$ cat config.mk
export PLATFORM = sky130hd
export DESIGN_NAME = multiplicador_booth
export DESIGN_NICKNAME = d
export VERILOG_FILES = /design/src/rtl/multiplicador_booth.sv
export SDC_FILE = /design/constraint.sdc
export NUM_CORES = 1
export LEC_CHECK = 0
export BUFFER_PORTS_ARGS = -buffer_cell sky130_fd_sc_hd__buf_2
export CORE_AREA = 5 5 67 69
export CTS_CLUSTER_DIAMETER = 50
export DETAILED_ROUTE_END_ITERATION = 7
export DIE_AREA = 0 0 72 74
export PLACE_DENSITY = 0.75
export SYNTH_ARGS = -nofsm -noshare
export SYNTH_HDL_FRONTEND = slang
export SYNTH_SLANG_ARGS = --single-unit
$ cat constraint.sdc
create_clock -name clk -period 3.2 [get_ports clk]
set_input_delay 0.32 -clock clk [delete_from_list [all_inputs] [get_ports clk]]
set_output_delay 0.32 -clock clk [all_outputs]
set_load 0.005 [all_outputs]
$ cat src/rtl/multiplicador_booth.sv
// Sequential N x N multiplier producing a 2N-bit product in {A, MQ}.
// Per operation it runs either unsigned shift-add or signed radix-2 Booth.
// The datapath adder is a ripple of 4-bit carry-lookahead slices (CLAA_1).

// 4-bit carry-lookahead adder slice.
module CLAA_1 (
    input  logic [3:0] a,
    input  logic [3:0] b,
    input  logic       cin,
    output logic [3:0] sum,
    output logic       cout
);
    logic [3:0] p;
    logic [3:0] g;
    logic [4:0] c;

    // Lookahead carries computed directly from propagate/generate terms.
    always_comb begin
        p    = a ^ b;
        g    = a & b;
        c[0] = cin;
        c[1] = g[0] | (p[0] & cin);
        c[2] = g[1] | (p[1] & g[0]) | (p[1] & p[0] & cin);
        c[3] = g[2] | (p[2] & g[1]) | (p[2] & p[1] & g[0]) | (p[2] & p[1] & p[0] & cin);
        c[4] = g[3] | (p[3] & g[2]) | (p[3] & p[2] & g[1]) | (p[3] & p[2] & p[1] & g[0])
             | (p[3] & p[2] & p[1] & p[0] & cin);
        sum  = p ^ c[3:0];
        cout = c[4];
    end
endmodule

module multiplicador_booth #(
    parameter int N  = 8,
    parameter int CW = $clog2(N+1)
) (
    input  logic           clk,
    input  logic           reset,
    input  logic           load,
    input  logic           signed_mode,
    input  logic [N-1:0]   x,
    input  logic [N-1:0]   y,
    output logic           busy,
    output logic           done,
    output logic [N-1:0]   A,
    output logic [N-1:0]   MQ,
    output logic [2*N-1:0] product
);
    localparam int SLICES = N / 4;

    typedef enum logic [1:0] {IDLE, RUN, DONE} state_t;

    state_t          state;
    state_t          next_state;
    logic            capture;
    logic            step;
    logic [N-1:0]    m;
    logic            q_1;
    logic            mode;
    logic [CW-1:0]   count;
    logic [N-1:0]    bsel;
    logic            cin;
    logic [N-1:0]    sum;
    logic [SLICES:0] chain;
    logic            carry;
    logic            shift_in;

    assign chain[0] = cin;
    assign carry    = chain[SLICES];

    genvar i;
    generate
        for (i = 0; i < SLICES; i++) begin : g_slice
            CLAA_1 u_slice (
                .a   (A[4*i +: 4]),
                .b   (bsel[4*i +: 4]),
                .cin (chain[i]),
                .sum (sum[4*i +: 4]),
                .cout(chain[i+1])
            );
        end
    endgenerate

    // Adder operand selection. In signed mode the bit shifted into A is the
    // true sign of the (N+1)-bit sum, so an N-bit overflow of the partial sum
    // (e.g. 0 - (-2^(N-1))) still yields an exact final product.
    always_comb begin
        bsel = '0;
        cin  = 1'b0;
        if (!mode) begin
            if (MQ[0]) bsel = m;
        end else begin
            case ({MQ[0], q_1})
                2'b01:   bsel = m;
                2'b10: begin
                    bsel = ~m;
                    cin  = 1'b1;
                end
                default: bsel = '0;
            endcase
        end
        shift_in = mode ? (A[N-1] ^ bsel[N-1] ^ carry) : carry;
    end

    // State register; reset abandons any operation in flight.
    always_ff @(posedge clk) begin
        if (reset) state <= IDLE;
        else       state <= next_state;
    end

    // Next-state logic plus capture/iterate strobes for the datapath.
    always_comb begin
        next_state = state;
        capture    = 1'b0;
        step       = 1'b0;
        case (state)
            IDLE: begin
                if (load) begin
                    capture    = 1'b1;
                    next_state = RUN;
                end
            end
            RUN: begin
                step = 1'b1;
                if (count == CW'(1)) next_state = DONE;
            end
            DONE: begin
                if (load) begin
                    capture    = 1'b1;
                    next_state = RUN;
                end else begin
                    next_state = IDLE;
                end
            end
            default: next_state = IDLE;
        endcase
    end

    // Datapath: operand capture on load, one add-and-shift per RUN cycle.
    always_ff @(posedge clk) begin
        if (reset) begin
            A     <= '0;
            MQ    <= '0;
            m     <= '0;
            q_1   <= 1'b0;
            count <= '0;
            mode  <= 1'b0;
        end else if (capture) begin
            A     <= '0;
            MQ    <= y;
            m     <= x;
            q_1   <= 1'b0;
            count <= CW'(N);
            mode  <= signed_mode;
        end else if (step) begin
            A     <= {shift_in, sum[N-1:1]};
            MQ    <= {sum[0], MQ[N-1:1]};
            q_1   <= MQ[0];
            count <= count - CW'(1);
        end
    end

    assign busy    = (state == RUN);
    assign done    = (state == DONE);
    assign product = {A, MQ};
endmodule

* Yosys cells after proc, flatten, opt, wreduce, memory -nomap -nowiden
Index checks and enable logic that the tools add are counted.
Storage, ports and cells: register bits after elaboration 32, bits in latches 0, bits in writable memories 0, ROM bits 0, input bits 20, output and inout bits 34, word-level logic and storage cells 99, memories kept 0
Cells by class: $add $sub $neg 1, multipliers 0, div/mod/pow operators 0, order comparisons 0, eq/ne operators 7, shifts and indexed selects 0, multiplexer cells 17, bitwise logic cells 61, reduce and logical (&&, ||, !) cells 5
Operators with widths (number):
- 1-bit AND | 32
- 8-bit two-way mux | 4
- 1-bit bitwise OR | 20
- 8-bit one-hot mux with 2 select lines | 1
- 4-bit bitwise XOR | 4
- 4-bit AND | 2
- 4-bit two-way mux | 2
- 8-bit NOT | 1
- 1-bit two-way mux | 7
- 2-bit one-hot mux with 3 select lines | 1
- 2-bit by 1-bit equality test with 1-bit output (second input constant) | 2
- 2-bit equality test (second input constant) | 2
- 4-bit by 1-bit equality test with 1-bit output (second input constant) | 1
- 2-bit two-way mux | 2
- 2-bit OR reduction | 2
- 4-bit by 1-bit subtractor with 4-bit output (second input constant) | 1
- 2-bit zero test | 1
- 2-bit by 1-bit != test with 1-bit output (second input constant) | 1
- 2-bit != test (second input constant) | 1
- 2-bit AND reduction | 1
- 2-bit nonzero test | 1
- 1-bit bitwise XOR | 2

* Logic depth before layout (Yosys ltp)
Gate-level depths: netlist (run 1).
depth after elaboration 13, gate-level depth with buffers 13, depth with buffers taken out 12

* Cells and area by module
From an unflattened synthesis (run 1), not the netlist that was laid out.
Second synthesis, totals: cell total of the unflattened synthesis 233, area, all modules 1886.8 um2
By module, submodules not included:
- multiplicador_booth | instances 1, cells each 199, area an instance 1591.5 um2, seq. area each 640.6 um2
- CLAA_1 | instances 2, cells each 17, area an instance 147.6 um2, seq. area each 0.0 um2

* Least setup slack after synthesis (run 1)
OpenSTA, ideal clock, no wires.
path type reg2reg, from register MQ[0], to register A[4], library setup time 0.070 ns, arrival 2.362 ns, data required time 3.130 ns, path slack 0.769 ns, cell stages (with the launch flop) 13, buffers on the path 1, clock period less this slack 2.431 ns, path through dfxtp_1 -> buf_4 -> mux2i_1 -> nand2_1 -> o21ai_0 -> ha_1 -> nand4_1 -> o221ai_2 -> inv_1 -> fa_1 -> xnor2_1 -> nand2_1 -> a21oi_1
On the way: word-level cells in the longest chain between the ends 12, elaborated cells on any way between the ends 25, those cells by class eq/ne (2); mux (5); bitwise (18)
RTL lines:
- from (decl) | RTL line 45 | output logic [N-1:0] MQ,
- from (signal assigned) | RTL line 149 | MQ <= y;
- from (signal assigned) | RTL line 156 | MQ <= {sum[0], MQ[N-1:1]};
- 2-bit equality test / 2-bit by 1-bit equality test with 1-bit output (equally long branches) | RTL line 92 | case ({MQ[0], q_1})
- 8-bit one-hot mux with 2 select lines | RTL line 92
- 8-bit two-way mux | RTL line 89 | if (!mode) begin
- 4-bit bitwise XOR / 4-bit AND (equally long branches) | RTL line 19, 20
- 1-bit AND (on tied branches) | RTL line 25, 26
- 1-bit bitwise OR (tied with other cells) (2 in series) | RTL line 25 | c[4] = g[3] | (p[3] & g[2]) | (p[3] & p[2] & g[1]) | (p[3] & p[2] & p[1] & g[0])
- 1-bit bitwise OR / 1-bit AND (equally long branches) | RTL line 25, 26
- 1-bit bitwise OR | RTL line 26 | | (p[3] & p[2] & p[1] & p[0] & cin);
- 1-bit AND | RTL line 22 | c[1] = g[0] | (p[0] & cin);
- 1-bit bitwise OR | RTL line 22
- 4-bit bitwise XOR (*) | RTL line 27 | sum = p ^ c[3:0];
- to (signal assigned) | RTL line 155 | A <= {shift_in, sum[N-1:1]};
- to (decl) | RTL line 44 | output logic [N-1:0] A,
Every way passes the cells marked *; elsewhere a longest branch is shown, timed or not. A chain may end at the register's enable or synchronous reset.

* Worst setup path after layout (run 1)
from register mode, to register A[4]
On the way: word-level cells in the longest chain between the ends 10, elaborated cells on any way between the ends 20, those cells by class mux (2); bitwise (18)
RTL lines:
- from (decl) | RTL line 58 | logic mode;
- from (signal assigned) | RTL line 153 | mode <= signed_mode;
- 8-bit two-way mux | RTL line 89
- 4-bit bitwise XOR / 4-bit AND (equally long branches) | RTL line 19, 20
- 1-bit AND (on tied branches) | RTL line 25, 26
- 1-bit bitwise OR (tied with other cells) (2 in series) | RTL line 25
- 1-bit bitwise OR / 1-bit AND (equally long branches) | RTL line 25, 26
- 1-bit bitwise OR | RTL line 26
- 1-bit AND | RTL line 22
- 1-bit bitwise OR | RTL line 22
- 4-bit bitwise XOR (*) | RTL line 27
Marks and branches as above.

==> reports/metrics.csv, run 1 <==
metric,value,unit
grt_pass1_wl,7.17,mm
cp-start-kind,flip-flop,
io_buffers,53,
gp_congestion,0.846,
globalRouteTotalUtil,0.175,
syn_area,1890,um^2
ioPinCount,54,
placed_cells,315,
cts_buffer_depth,2,
path_cells,nand2_1 -> mux2i_1 -> nand2_1 -> o21ai_0 -> ha_1 -> nand4_1 -> o221ai_2 -> inv_1 -> fa_1 -> xnor2_1 -> nand2_1 -> a21oi_1,
cp_max_fo,9,
grt_overflow_total,0,
worstSetupPathType,flip-flop to flip-flop,
dieArea,5330,um^2
fin_cells,323,
insertion_delay,290,ps
via_count,1693,
wl_per_cell,13.6,um
antenna_found_initial,0,
tightest_slew,586,ps
dp_hpwl,3.10,mm
fin_tns_setup,0,ps
peakVddDrop,0.308,mV
layout-drive-gt1-share,0.260,
slowest_delay,530,ps
p_leak,0.000970,uW
clock_skew,10.9,ps
synth_nets,270,
required,3420,ps
drt_iter0_drc,126,
cp_common_cell,nand2_1,
rrSetupSlack,380,ps
fmax,355,MHz
htreeDepth,2,
setup_viol,0,
async_flop_share,0,
finalNetCount,304,
cts.sink_count,32,
synthCells,238,
die_w,72,um
antennaDiodeCount,0,
yosys_warnings,0,
synth-main-ff-cell,dfxtp_1,
core_area,3860,um^2
rsz0062_at_grt,no,
max_slew_margin,0.598,
dr.pass1.iters,4,
maxCapViolations,0,
yosysUniqueCellTypes,40,
grt_max_degree,27,
crit_family,adder cells,
drt-total-wl,4.38,mm
antenna_left,0,
outcome,completed,
core.rowCount,23,
die_height,74,um
clk_pin_slew_worst_paths,70,ps
postCtsSetupRepairBufs,0,
cp-end-kind,flip-flop,
cts_tree,yes,
synth_edf_count,0,
cts_hold_buffers,0,
via_per_inst,5.24,
power_density,467,nW/um^2
avgSynthCellArea,7.92,um^2
hold_class,input pin to flip-flop,
start_util,0.489,
arrival,3040,ps
crit_buf_inv,1,
grt_pass1_vias,1519,
cts-resized-gates,0,
slowest_stage,dfxtp_1,
hold_violations,0,
cts_buffers,5,
cts-root-buf,clkbuf_8,
areaGrowthSynthToFinish,14.0,%
mostFrequentLayoutCells,"buf_2, nand2_1, dfxtp_1",
final_common_cell,buf_2,
min_period,2820,ps
ys_seq_elements,32,
ys_seq_area_frac,0.340,
maxSlewViolCount,0,
drc,0,
fin_crit_sh,0.880,
path summary, 6_finish.rpt:
path / startpoint / endpoint / depth (start not counted)
setup / recovery: mode$_SDFFE_PP0P_ / A[4]$_SDFFE_PP0P_ / 12
setup reg to reg: mode$_SDFFE_PP0P_ / A[4]$_SDFFE_PP0P_ / 12
hold / removal: signed_mode / mode$_SDFFE_PP0P_ / 3
hold reg to reg: m[5]$_SDFFE_PP0P_ / m[5]$_SDFFE_PP0P_ / 2
where the power goes:
part	internal [uW]	switching [uW]	leakage [uW]
sequential	425	27.4	0.000262
combinational	71.8	96.8	0.000652
clock	231	152	0.0000552
total	728	276	0.000970
through the flow:
step / setup slack [ps] / hold WS [ps] / total power [uW] / utilization / cell area [um^2]
after floorplan: 769 / 446 / 587 / - / 1890
after global placement: 522 / 457 / 625 / 0.530 / 2040
after detailed placement: 411 / 463 / 630 / 0.530 / 2040
after CTS: 357 / 257 / 1010 / 0.557 / 2150
after global routing: 64.1 / 251 / 1060 / 0.557 / 2150
final: 383 / 263 / 1000 / 0.557 / 2150
cell families (layout without fill, tap and decap cells):
family	count (synthesis)	in the layout	share of synthesized area
and+or+nand+nor	96	96	0.232
AOI/OAI and AO/OA	52	52	0.175
buffers and inverters	36	71	0.117
DFF	32	32	0.340
adders and majority gates	12	12	0.0876
xor gates and xnor gates	7	7	0.0325
muxes	3	3	0.0166
per-layer routing:
layer,wire [um],GRT usage
met3,278,0.0608
met5,0,0
met2,2100,0.273
met4,90,0.0752
met1,1920,0.219
cell usage after synthesis, types with 3 or more instances:
| cell | n | area [um^2] |
|---|---|---|
| a311oi_1 | 7 | 61.3 |
| buf_4 | 21 | 158 |
| buf_2 | 5 | 25.0 |
| xnor2_1 | 5 | 43.8 |
| nand3_1 | 7 | 35.0 |
| a211oi_1 | 4 | 30.0 |
| nor2_1 | 21 | 78.8 |
| o21ai_0 | 8 | 40.0 |
| ha_1 | 10 | 125 |
| a21oi_1 | 19 | 95.1 |
| dfxtp_1 | 32 | 641 |
| o21ai_1 | 4 | 20.0 |
| nor3_1 | 3 | 15.0 |
| nand2_1 | 51 | 191 |
| o22ai_1 | 3 | 18.8 |
| inv_1 | 6 | 22.5 |
sequential cells by signal, indices dropped and copies added (netlist names):
signal / flops
A: 8
MQ: 8
m: 8
count: 4
state: 2
mode: 1
q_1: 1
area by class of cell:
| cell class | count | area (um^2) |
|---|---|---|
| clock buffers | 6 | 72.6 |
| clock inverters | 2 | 35.0 |
| fillers | 380 | 1710 |
| inverters | 7 | 26.3 |
| multi-input cells | 170 | 1020 |
| flip-flops and latches | 32 | 641 |
| well taps | 50 | 62.6 |
| repair buffers | 56 | 288 |
worst min-delay path: stages:
cell and delay, ps:
buf_2 90, nand2_1 40, a21oi_1 50
Note: power is estimated with default switching activity, not from simulation.
==> run 2, diff against run 1 <==
CORE_AREA = 5 5 65 67   (was 5 5 67 69)
DIE_AREA = 0 0 70 72   (was 0 0 72 74)
GPL_TIMING_DRIVEN = 0   (was unset)
PLACE_DENSITY = 0.8   (was 0.75)
clock period = 3.5 ns   (was 3.2 ns; I/O delays follow)
==> run 2 against run 1 <==
Compared with the run above: register-to-register slack gained 210 ps; largest cell class unchanged; worst setup slack gained 210 ps; fmax shrank 2.9%; count of clock-buffer cells in the layout grew 2; critical path type unchanged; via count grew 5.8%; die area shrank 5.4%; design area grew 5.6%; highest routed layer unchanged; first-iteration DRC count shrank 36%; sequential power shrank 9.3%; final cell count grew 7.4%.
==> reports/metrics.csv, run 2 (synthesized netlist as in run 1, its figures left out) <==
metric,value,unit,change
maxCapViolations,0,,unchanged
cts_tree,yes,,unchanged
power_density,361,nW/um^2,was 467 nW/um^2
dp_hpwl,3.44,mm,was 3.10 mm
ioPinCount,54,,unchanged
maxSlewViolCount,0,,unchanged
die_height,72,um,was 74 um
tightest_slew,696,ps,was 586 ps
core_area,3580,um^2,was 3860 um^2
rsz0062_at_grt,no,,unchanged
outcome,completed,,unchanged
final_common_cell,buf_2,,unchanged
fin_crit_sh,0.829,,was 0.880
drt-total-wl,4.64,mm,was 4.38 mm
clock_skew,10.0,ps,was 10.9 ps
via_per_inst,5.16,,was 5.24
cts-resized-gates,0,,unchanged
dr.pass1.iters,4,,unchanged
cp_max_fo,7,,was 9
grt_pass1_wl,7.78,mm,was 7.17 mm
dieArea,5040,um^2,was 5330 um^2
hold_ws,238,ps,was 263 ps
grt_overflow_total,0,,unchanged
dpl_cell_area,2210,um^2,was 2040 um^2
cp-start-kind,flip-flop,,unchanged
nFillCells,331,,was 380
holdCritStartpoint,x[6],,was signed_mode
fmax,345,MHz,was 355 MHz
gp_congestion,0.907,,was 0.846
postCtsSetupRepairBufs,0,,unchanged
cp-end-kind,flip-flop,,unchanged
core.rowCount,22,,was 23
layout-drive-gt1-share,0.311,,was 0.260
drt_iter0_drc,81,,was 126
antenna_found_initial,0,,unchanged
worstSetupPathType,flip-flop to flip-flop,,unchanged
drc,0,,unchanged
reg_top3,"A: 8 flops, MQ: 8 flops, m: 8 flops",,unchanged
min_period,2900,ps,was 2820 ps
die_w,70,um,was 72 um
max_slew_margin,0.523,,was 0.598
cts_buffers,5,,unchanged
clk_pin_slew_worst_paths,100,ps,was 70 ps
wl_per_cell,13.4,um,was 13.6 um
cts-root-buf,clkbuf_4,,was clkbuf_8
hold_class,input pin to flip-flop,,unchanged
cts.sink_count,32,,unchanged
p_leak,0.00106,uW,was 0.000970 uW
io_buffers,53,,unchanged
hold_violations,0,,unchanged
via_count,1791,,was 1693
start_util,0.527,,was 0.489
grt_pass1_vias,1709,,was 1519
cts_buffer_depth,2,,unchanged
final_cell_area,2270,um^2,was 2150 um^2
insertion_delay,340,ps,was 290 ps
globalRouteTotalUtil,0.193,,was 0.175
cts_hold_buffers,0,,unchanged
grt_max_degree,11,,was 27
rrSetupSlack,600,ps,was 380 ps
finalPower,819,uW,was 1000 uW
antenna_left,0,,unchanged
htreeDepth,2,,unchanged
r2r_start,MQ[0]$_SDFFE_PP0P_,,was mode$_SDFFE_PP0P_
holdPathEnd,m[6]$_SDFFE_PP0P_,,was mode$_SDFFE_PP0P_
antennaDiodeCount,0,,unchanged
hold_depth,3,,unchanged
finalNetCount,330,,was 304
required,3770,ps,was 3420 ps
peakVddDrop,0.187,mV,was 0.308 mV
reg2reg_depth,12,,unchanged
arrival,3180,ps,was 3040 ps
mostFrequentLayoutCells,"buf_2, nand2_1, dfxtp_1",,unchanged
fin_tns_setup,0,ps,unchanged
setup_viol,0,,unchanged
r2r_end,A[4]$_SDFFE_PP0P_,,unchanged
areaGrowthSynthToFinish,20.4,%,was 14.0%
run 2: cell count changes in the layout (fill, tap and decap cells not counted):
cell       before  now
bufinv_16       1    0
clkbuf_1        1    4
buf_2          53   58
buf_1           0    1
clkinv_2        1    0
buf_4           3   21
clkbuf_4        0    5
clkbuf_8        5    1
run 2: metal layers:
| layer | part of all wire | GRT usage | routed length [um] |
|---|---|---|---|
| met2 | 0.47 | 0.318 | 2190 |
| met4 | 0.029 | 0.106 | 136 |
| met1 | 0.44 | 0.241 | 2050 |
| met3 | 0.056 | 0.0346 | 261 |
| met5 | 0 | 0 | 0 |
run 2: metrics by stage:
stage	setup slack, ps	instances	utilization
2_1_floorplan	1070	238	-
3_3_place_gp	659	339	0.618
3_5_place_dp	510	339	0.618
4_1_cts	480	347	0.634
5_1_grt	278	347	0.634
6_report	598	347	0.634
run 2: area by class of cell:
type | count | area, um^2 | share of cell area
Multi-Input combinational cell | 170 | 1020 | 0.451
Buffer | 29 | 194 | 0.0854
Inverter | 7 | 26.3 | 0.0116
Clock buffer | 8 | 58.8 | 0.0259
Sequential cell | 32 | 641 | 0.282
Timing Repair Buffer | 53 | 265 | 0.117
Tap cell | 48 | 60.1 | 0.0265
run 2: where the power goes:
group	switching (uW)	total [uW]	leakage, uW	internal, uW
Combinational	99.8	185	0.000770	84.9
Sequential	21.2	410	0.000262	388
Clock	126	225	0.0000326	99.1
run 2: how the worst max path moves through the flow:
stage | startpoint | end | depth (start not counted)
6_report | MQ[0]$_SDFFE_PP0P_ | A[4]$_SDFFE_PP0P_ | 12
2_1_floorplan | MQ[0]$_SDFFE_PP0P_ | A[4]$_SDFFE_PP0P_ | 12
5_1_grt | MQ[0]$_SDFFE_PP0P_ | A[4]$_SDFFE_PP0P_ | 12
4_1_cts | MQ[0]$_SDFFE_PP0P_ | A[4]$_SDFFE_PP0P_ | 12
3_3_place_gp | MQ[0]$_SDFFE_PP0P_ | A[4]$_SDFFE_PP0P_ | 12
3_5_place_dp | MQ[0]$_SDFFE_PP0P_ | A[4]$_SDFFE_PP0P_ | 12
run 2: critical path, cell delays in order, from the launching register on:
cell and delay (ps):
dfxtp_1 370, buf_4 170, mux2i_1 610, nand2_1 100
o21ai_0 120, ha_1 260, nand4_1 130, o221ai_2 250
inv_1 90, fa_1 380, xnor2_1 160, nand2_1 60
a21oi_1 150
